$ cat config.mk
export PLATFORM = sky130hd
export DESIGN_NAME = interp_read_scheduler
export DESIGN_NICKNAME = d
export VERILOG_FILES = /design/src/rtl/interp_read_scheduler.sv
export SDC_FILE = /design/constraint.sdc
export NUM_CORES = 1
export LEC_CHECK = 0
export ABC_AREA = 1
export CAP_MARGIN = 0
export CORE_UTILIZATION = 48
export CTS_CLUSTER_DIAMETER = 80
export CTS_CLUSTER_SIZE = 40
export DETAILED_ROUTE_END_ITERATION = 16
export GPL_ROUTABILITY_DRIVEN = 0
export PLACE_DENSITY = 0.85
export SKIP_LAST_GASP = 1
export SYNTH_ARGS = -nofsm -noshare
export SYNTH_HDL_FRONTEND = slang
export SYNTH_SLANG_ARGS = --single-unit
$ cat constraint.sdc
create_clock -name clk -period 4.4 [get_ports clk]
set_input_delay 0.44 -clock clk [delete_from_list [all_inputs] [get_ports clk]]
set_output_delay 0.44 -clock clk [all_outputs]
set_load 0.005 [all_outputs]
$ cat src/rtl/interp_read_scheduler.sv
// Two-requester round-robin read scheduler with an in-order tag FIFO that
// steers returned pixel pairs to the interpolator and routes results back by requester id.
// Optional STALL_COUNTER_EN: counts IDLE cycles where a request is blocked by a full tag FIFO.
module interp_read_scheduler #(
  parameter int ADDR_W    = 20,
  parameter int TAG_DEPTH = 8
) (
  input  logic              clk,
  input  logic              reset,
  input  logic [ADDR_W-1:0] req0_addr,
  input  logic [1:0]        req0_frac,
  input  logic              req0_valid,
  output logic              req0_ready,
  input  logic [ADDR_W-1:0] req1_addr,
  input  logic [1:0]        req1_frac,
  input  logic              req1_valid,
  output logic              req1_ready,
  output logic [ADDR_W-1:0] mem_rd_addr,
  output logic              mem_rd_valid,
  input  logic              mem_rd_ready,
  input  logic [15:0]       mem_rd_data,
  input  logic              mem_rd_data_valid,
  output logic [15:0]       interp_pixel,
  output logic [1:0]        interp_fraction,
  output logic              interp_valid,
  input  logic [7:0]        interp_result,
  input  logic              interp_result_valid,
  output logic [7:0]        out_pixel,
  output logic              out_valid,
  output logic              out_src,
  output logic              error_underflow,
  output logic [31:0]       stall_count
);
  localparam int PTR_W = $clog2(TAG_DEPTH);

  typedef enum logic {IDLE, HOLD} state_t;
  state_t state_q, state_d;

  logic              rst_d;
  logic              last_q;
  logic              capture, grant_id, any_req;
  logic              full, empty, pop, can_push;
  logic [ADDR_W-1:0] addr_q;
  logic [PTR_W:0]    wr_ptr, rd_ptr;
  logic [2:0]        tag_mem [TAG_DEPTH];
  logic [2:0]        tag_wr, tag_rd;

  logic [15:0] interp_pixel_q;
  logic [1:0]  interp_fraction_q;
  logic        interp_valid_q;
  logic        src_d1, src_d2;
  logic [7:0]  out_pixel_q;
  logic        out_valid_q, out_src_q, err_q;

  // The HOLD request already owns a FIFO slot, so occupancy equals outstanding reads.
  assign empty    = (wr_ptr == rd_ptr);
  assign full     = (wr_ptr[PTR_W] != rd_ptr[PTR_W]) &&
                    (wr_ptr[PTR_W-1:0] == rd_ptr[PTR_W-1:0]);
  assign pop      = mem_rd_data_valid && !empty;
  assign can_push = !full || pop;
  assign any_req  = req0_valid || req1_valid;
  assign grant_id = (req0_valid && req1_valid) ? !last_q : req1_valid;
  assign tag_wr   = grant_id ? {req1_frac, 1'b1} : {req0_frac, 1'b0};
  assign tag_rd   = tag_mem[rd_ptr[PTR_W-1:0]];

  always_comb begin
    state_d = state_q;
    capture = 1'b0;
    case (state_q)
      IDLE: begin
        if (!reset && !rst_d && any_req && can_push) begin
          capture = 1'b1;
          state_d = HOLD;
        end
      end
      HOLD: begin
        if (mem_rd_ready) state_d = IDLE;
      end
    endcase
  end

  always_ff @(posedge clk) begin
    if (reset) begin
      state_q <= IDLE;
      rst_d   <= 1'b1;
      last_q  <= 1'b1;
      addr_q  <= '0;
      wr_ptr  <= '0;
      rd_ptr  <= '0;
    end else begin
      state_q <= state_d;
      rst_d   <= 1'b0;
      if (capture) begin
        last_q <= grant_id;
        addr_q <= grant_id ? req1_addr : req0_addr;
        wr_ptr <= wr_ptr + 1'b1;
      end
      if (pop) rd_ptr <= rd_ptr + 1'b1;
    end
  end

  always_ff @(posedge clk) begin
    if (capture) tag_mem[wr_ptr[PTR_W-1:0]] <= tag_wr;
  end

  // src rides two stages so it lines up with the interpolator's registered result.
  always_ff @(posedge clk) begin
    if (reset) begin
      interp_pixel_q    <= '0;
      interp_fraction_q <= '0;
      interp_valid_q    <= 1'b0;
      src_d1            <= 1'b0;
      src_d2            <= 1'b0;
      out_pixel_q       <= '0;
      out_valid_q       <= 1'b0;
      out_src_q         <= 1'b0;
      err_q             <= 1'b0;
    end else begin
      interp_valid_q <= pop;
      if (pop) begin
        interp_pixel_q    <= mem_rd_data;
        interp_fraction_q <= tag_rd[2:1];
        src_d1            <= tag_rd[0];
      end
      src_d2      <= src_d1;
      out_pixel_q <= interp_result;
      out_valid_q <= interp_result_valid;
      out_src_q   <= src_d2;
      if (mem_rd_data_valid && empty) err_q <= 1'b1;
    end
  end

  assign req0_ready      = capture && !grant_id;
  assign req1_ready      = capture && grant_id;
  assign mem_rd_valid    = (state_q == HOLD) && !reset;
  assign mem_rd_addr     = reset ? '0 : addr_q;
  assign interp_pixel    = reset ? '0 : interp_pixel_q;
  assign interp_fraction = reset ? '0 : interp_fraction_q;
  assign interp_valid    = interp_valid_q && !reset;
  assign out_pixel       = reset ? '0 : out_pixel_q;
  assign out_valid       = out_valid_q && !reset;
  assign out_src         = out_src_q && !reset;
  assign error_underflow = err_q && !reset;

`ifdef STALL_COUNTER_EN
  logic [31:0] stall_q;
  always_ff @(posedge clk) begin
    if (reset) begin
      stall_q <= '0;
    end else if (state_q == IDLE && any_req && full && stall_q != 32'hFFFF_FFFF) begin
      stall_q <= stall_q + 32'd1;
    end
  end
  assign stall_count = reset ? '0 : stall_q;
`else
  assign stall_count = '0;
`endif

endmodule

==> results.md <==
* Status: finished, final reports clean
* Area Overhead vs Synth at 30.6%
* Die Height at 97.3 um
* Antenna Nets Post-Route at 0
* Kind of critical path: flop to output port
* CTS max path bufs at 2
* Total Nets Final at around 800
* Pin count of the biggest net entering global routing at roughly 110
* Area after DPL at between 5000 and 6000 um^2
* Die X-Extent at approximately 97 um
* HP Class: flop to flop
* Worst EP required at 3.96 ns
* CTS H-tree depth at 3
* Critical path capture point type: output port
* FMAX at 307 MHz
* Routed WL at 9260 um
* Sequential Area at 1980 um^2
* Static leakage at ~2.6 nW
* Max Fanout on Critical Path at 27
* Avg WL per Cell at 11.3 um
* RSZ-0062 raised after global routing: false
* Synth warnings at 0
* Syn Area/Cell at ~7.3 um^2
* Initial core utilization at around half
* Critical Path AT at between 2 and 3 ns
* Setup TNS at 0 ns
* Hpwl dp at approximately 6700 um
* Max Cap Viol at 0
* Fill count at between 700 and 800
* Final hold violation count at 0
* Clk_skew at 0.0114 ns
* First-pass GRT wire length at approximately 15000 um
* Clk slew on worst S/H paths at 0.09 ns
* Max IR drop VDD at 166 uV
* Post-Syn Area at between 4000 and 5000 um^2
* Vias in the first global route at approximately 3500
* Clock sink total at 87
* # hold bufs at CTS at 0
* Clk Tree Root Cell: clkbuf_8
* Std-Cell Rows at 34
* Full die area at ~9500 um^2
* Yosys cell types at 35
* Number of diodes at 0
* Setup crit start kind: flop
* Clock Latency Late Sink at ~0.37 ns
* Hold Worst Slack at between 0.4 and 0.5 ns
* Layout cells sized above 1 at between 4 and 5%
* Overall power at between 1.5 and 2 mW
* Core area at ~8800 um^2
* DRC at 0
* Initial antenna violation count at 0
* Cells after Synth at between 500 and 600
* Worst-margin pin slew at about 0.98 ns
* Grt total ovfl at 0
* Setup bufs post-CTS at 0
* Final Setup Violations at 0
* Port Buf Inserts at 127
* Flops & latches, synth at 87
* Vias at roughly 3700
* Drt first-iter violations at ~150
* CTS Buf Count at 9
* Final period util at between 70% and 80%
* DR pass1 iterations at 5
* Final count of pins violating max slew at 0
* Finished Cell Area at roughly 5700 um^2
* Drt via density at 4.58
* GRT Util Overall at 20.0%
* Multi-input combinational cell area at approximately 1700 um^2
* Top Ports at 160
* Cts repair resizes at 0
* Tmin final at between 3 and 4 ns
* Register area share after synthesis at a little under half
* Power Density at about 330 nW/um^2
* CTS tree: done
* Slew HR at approximately 35%
==> through the flow <==
stage               setup WS [ns]  util, %  cells
CTS                          1.16     65.0    818
finish                       1.14     65.0    818
detailed placement           1.23     62.8    802
global route                0.889     65.0    818
global placement             1.35     62.8    802
floorplan                    2.47        -    629
==> cells in the final DEF, fill, tap and decap left out, types with 2 or more instances in the layout <==
master / n
clkbuf_8: 9
nor2_1: 92
ha_1: 2
nand2_1: 121
nand3_1: 9
nand4_1: 20
dfxtp_1: 63
buf_4: 2
clkinvlp_4: 2
conb_1: 32
xnor2_1: 2
inv_1: 107
a21oi_1: 20
clkdlybuf4s50_1: 126
edfxtp_1: 24
clkinv_2: 2
inv_2: 4
or2_0: 4
xor2_1: 3
o21ai_0: 33
o22ai_1: 7
or2_1: 11
==> kinds of logic (layout without fill, tap and decap cells) <==
logic type	count (synthesis)	count (layout)	share of synthesized area, %
and+or+nand+nor	266	266	26.7
buffers and inverters	174	255	18.4
adders and majority gates	2	2	0.574
xor gates and xnor gates	6	6	1.38
AOI/OAI and AO/OA	62	62	7.37
other	1	32	0.0860
DFF	87	87	45.4
==> power breakdown <==
part	switching, mW	internal (mW)	total, mW
Combinational	0.212	0.195	0.407
Sequential	0.0294	0.889	0.918
Clock	0.290	0.263	0.552
==> worst max-delay path, stage by stage, from the launching register on <==
cell	delay [ns]
dfxtp_1	0.64
inv_2	0.21
nand2_1	0.11
nand2_1	0.07
nor2_2	0.16
nand4_4	0.35
nand2_4	0.36
nor2_1	0.07
clkdlybuf4s50_1	0.48
==> final cells by class <==
class	instances	share of cell area, %
multi-input combinational	368	29.7
tap	108	2.37
inverter	111	7.31
clock buffer	9	2.17
timing repair buffer	128	22.4
clock inverter	7	1.27
sequential	87	34.8
==> metal layers <==
metal	GRT usage, %	routed length (um)	vias to the layer above
li1	-	-	1966
met4	6.79	175	0
met1	22.7	3970	1605
met3	5.11	634	19
met5	0	0	-
met2	36.5	4480	155
==> path summary, 6_finish.rpt <==
kind	to	startpoint	cells after the start	slack [ns]
worst max-delay path	req0_ready	rd_ptr[0]	8	1.14
worst min-delay path	out_src_q	src_d2	2	0.41
worst max register to register	tag_mem[2][2]	rd_ptr[0]	9	1.85
worst min register to register	out_src_q	src_d2	2	0.41
==> Yosys cell counts <==
cell	instances	area (um^2)
buf_1	2	7.51
edfxtp_1	24	721
nand4_4	1	21.3
buf_6	1	11.3
nand2_4	1	11.3
nand2_2	1	6.26
buf_2	6	30.0
nor2_4	1	11.3
nand3_2	1	10.0
buf_4	36	270
inv_2	4	15.0
o21ai_1	1	5.00
o31ai_1	1	7.51
o21ai_0	33	165
a21oi_1	20	100
xor2_1	3	26.3
inv_1	107	402
nor2_1	92	345
clkbuf_1	17	63.8
dfxtp_1	63	1260
ha_1	2	25.0
o22ai_1	7	43.8
or2_2	1	6.26
nor2_2	1	6.26
conb_1	1	3.75
xnor2_1	2	17.5
nand3b_1	1	7.51
nor4_4	1	21.3
xnor2_2	1	16.3
nand3_1	9	45.0
clkbuf_2	1	5.00
nand2_1	121	454
or2_0	4	25.0
or2_1	11	68.8
nand4_1	20	125
==> sequential cells by signal, indices dropped and copies added (netlist names) <==
name,count
tag_mem,24
addr_q,20
interp_pixel_q,16
out_pixel_q,8
rd_ptr,4
wr_ptr,4
interp_fraction_q,2
err_q,1
interp_valid_q,1
last_q,1
out_src_q,1
out_valid_q,1
rst_d,1
src_d1,1
src_d2,1
state_q,1
(Power assumes the default switching activity.)
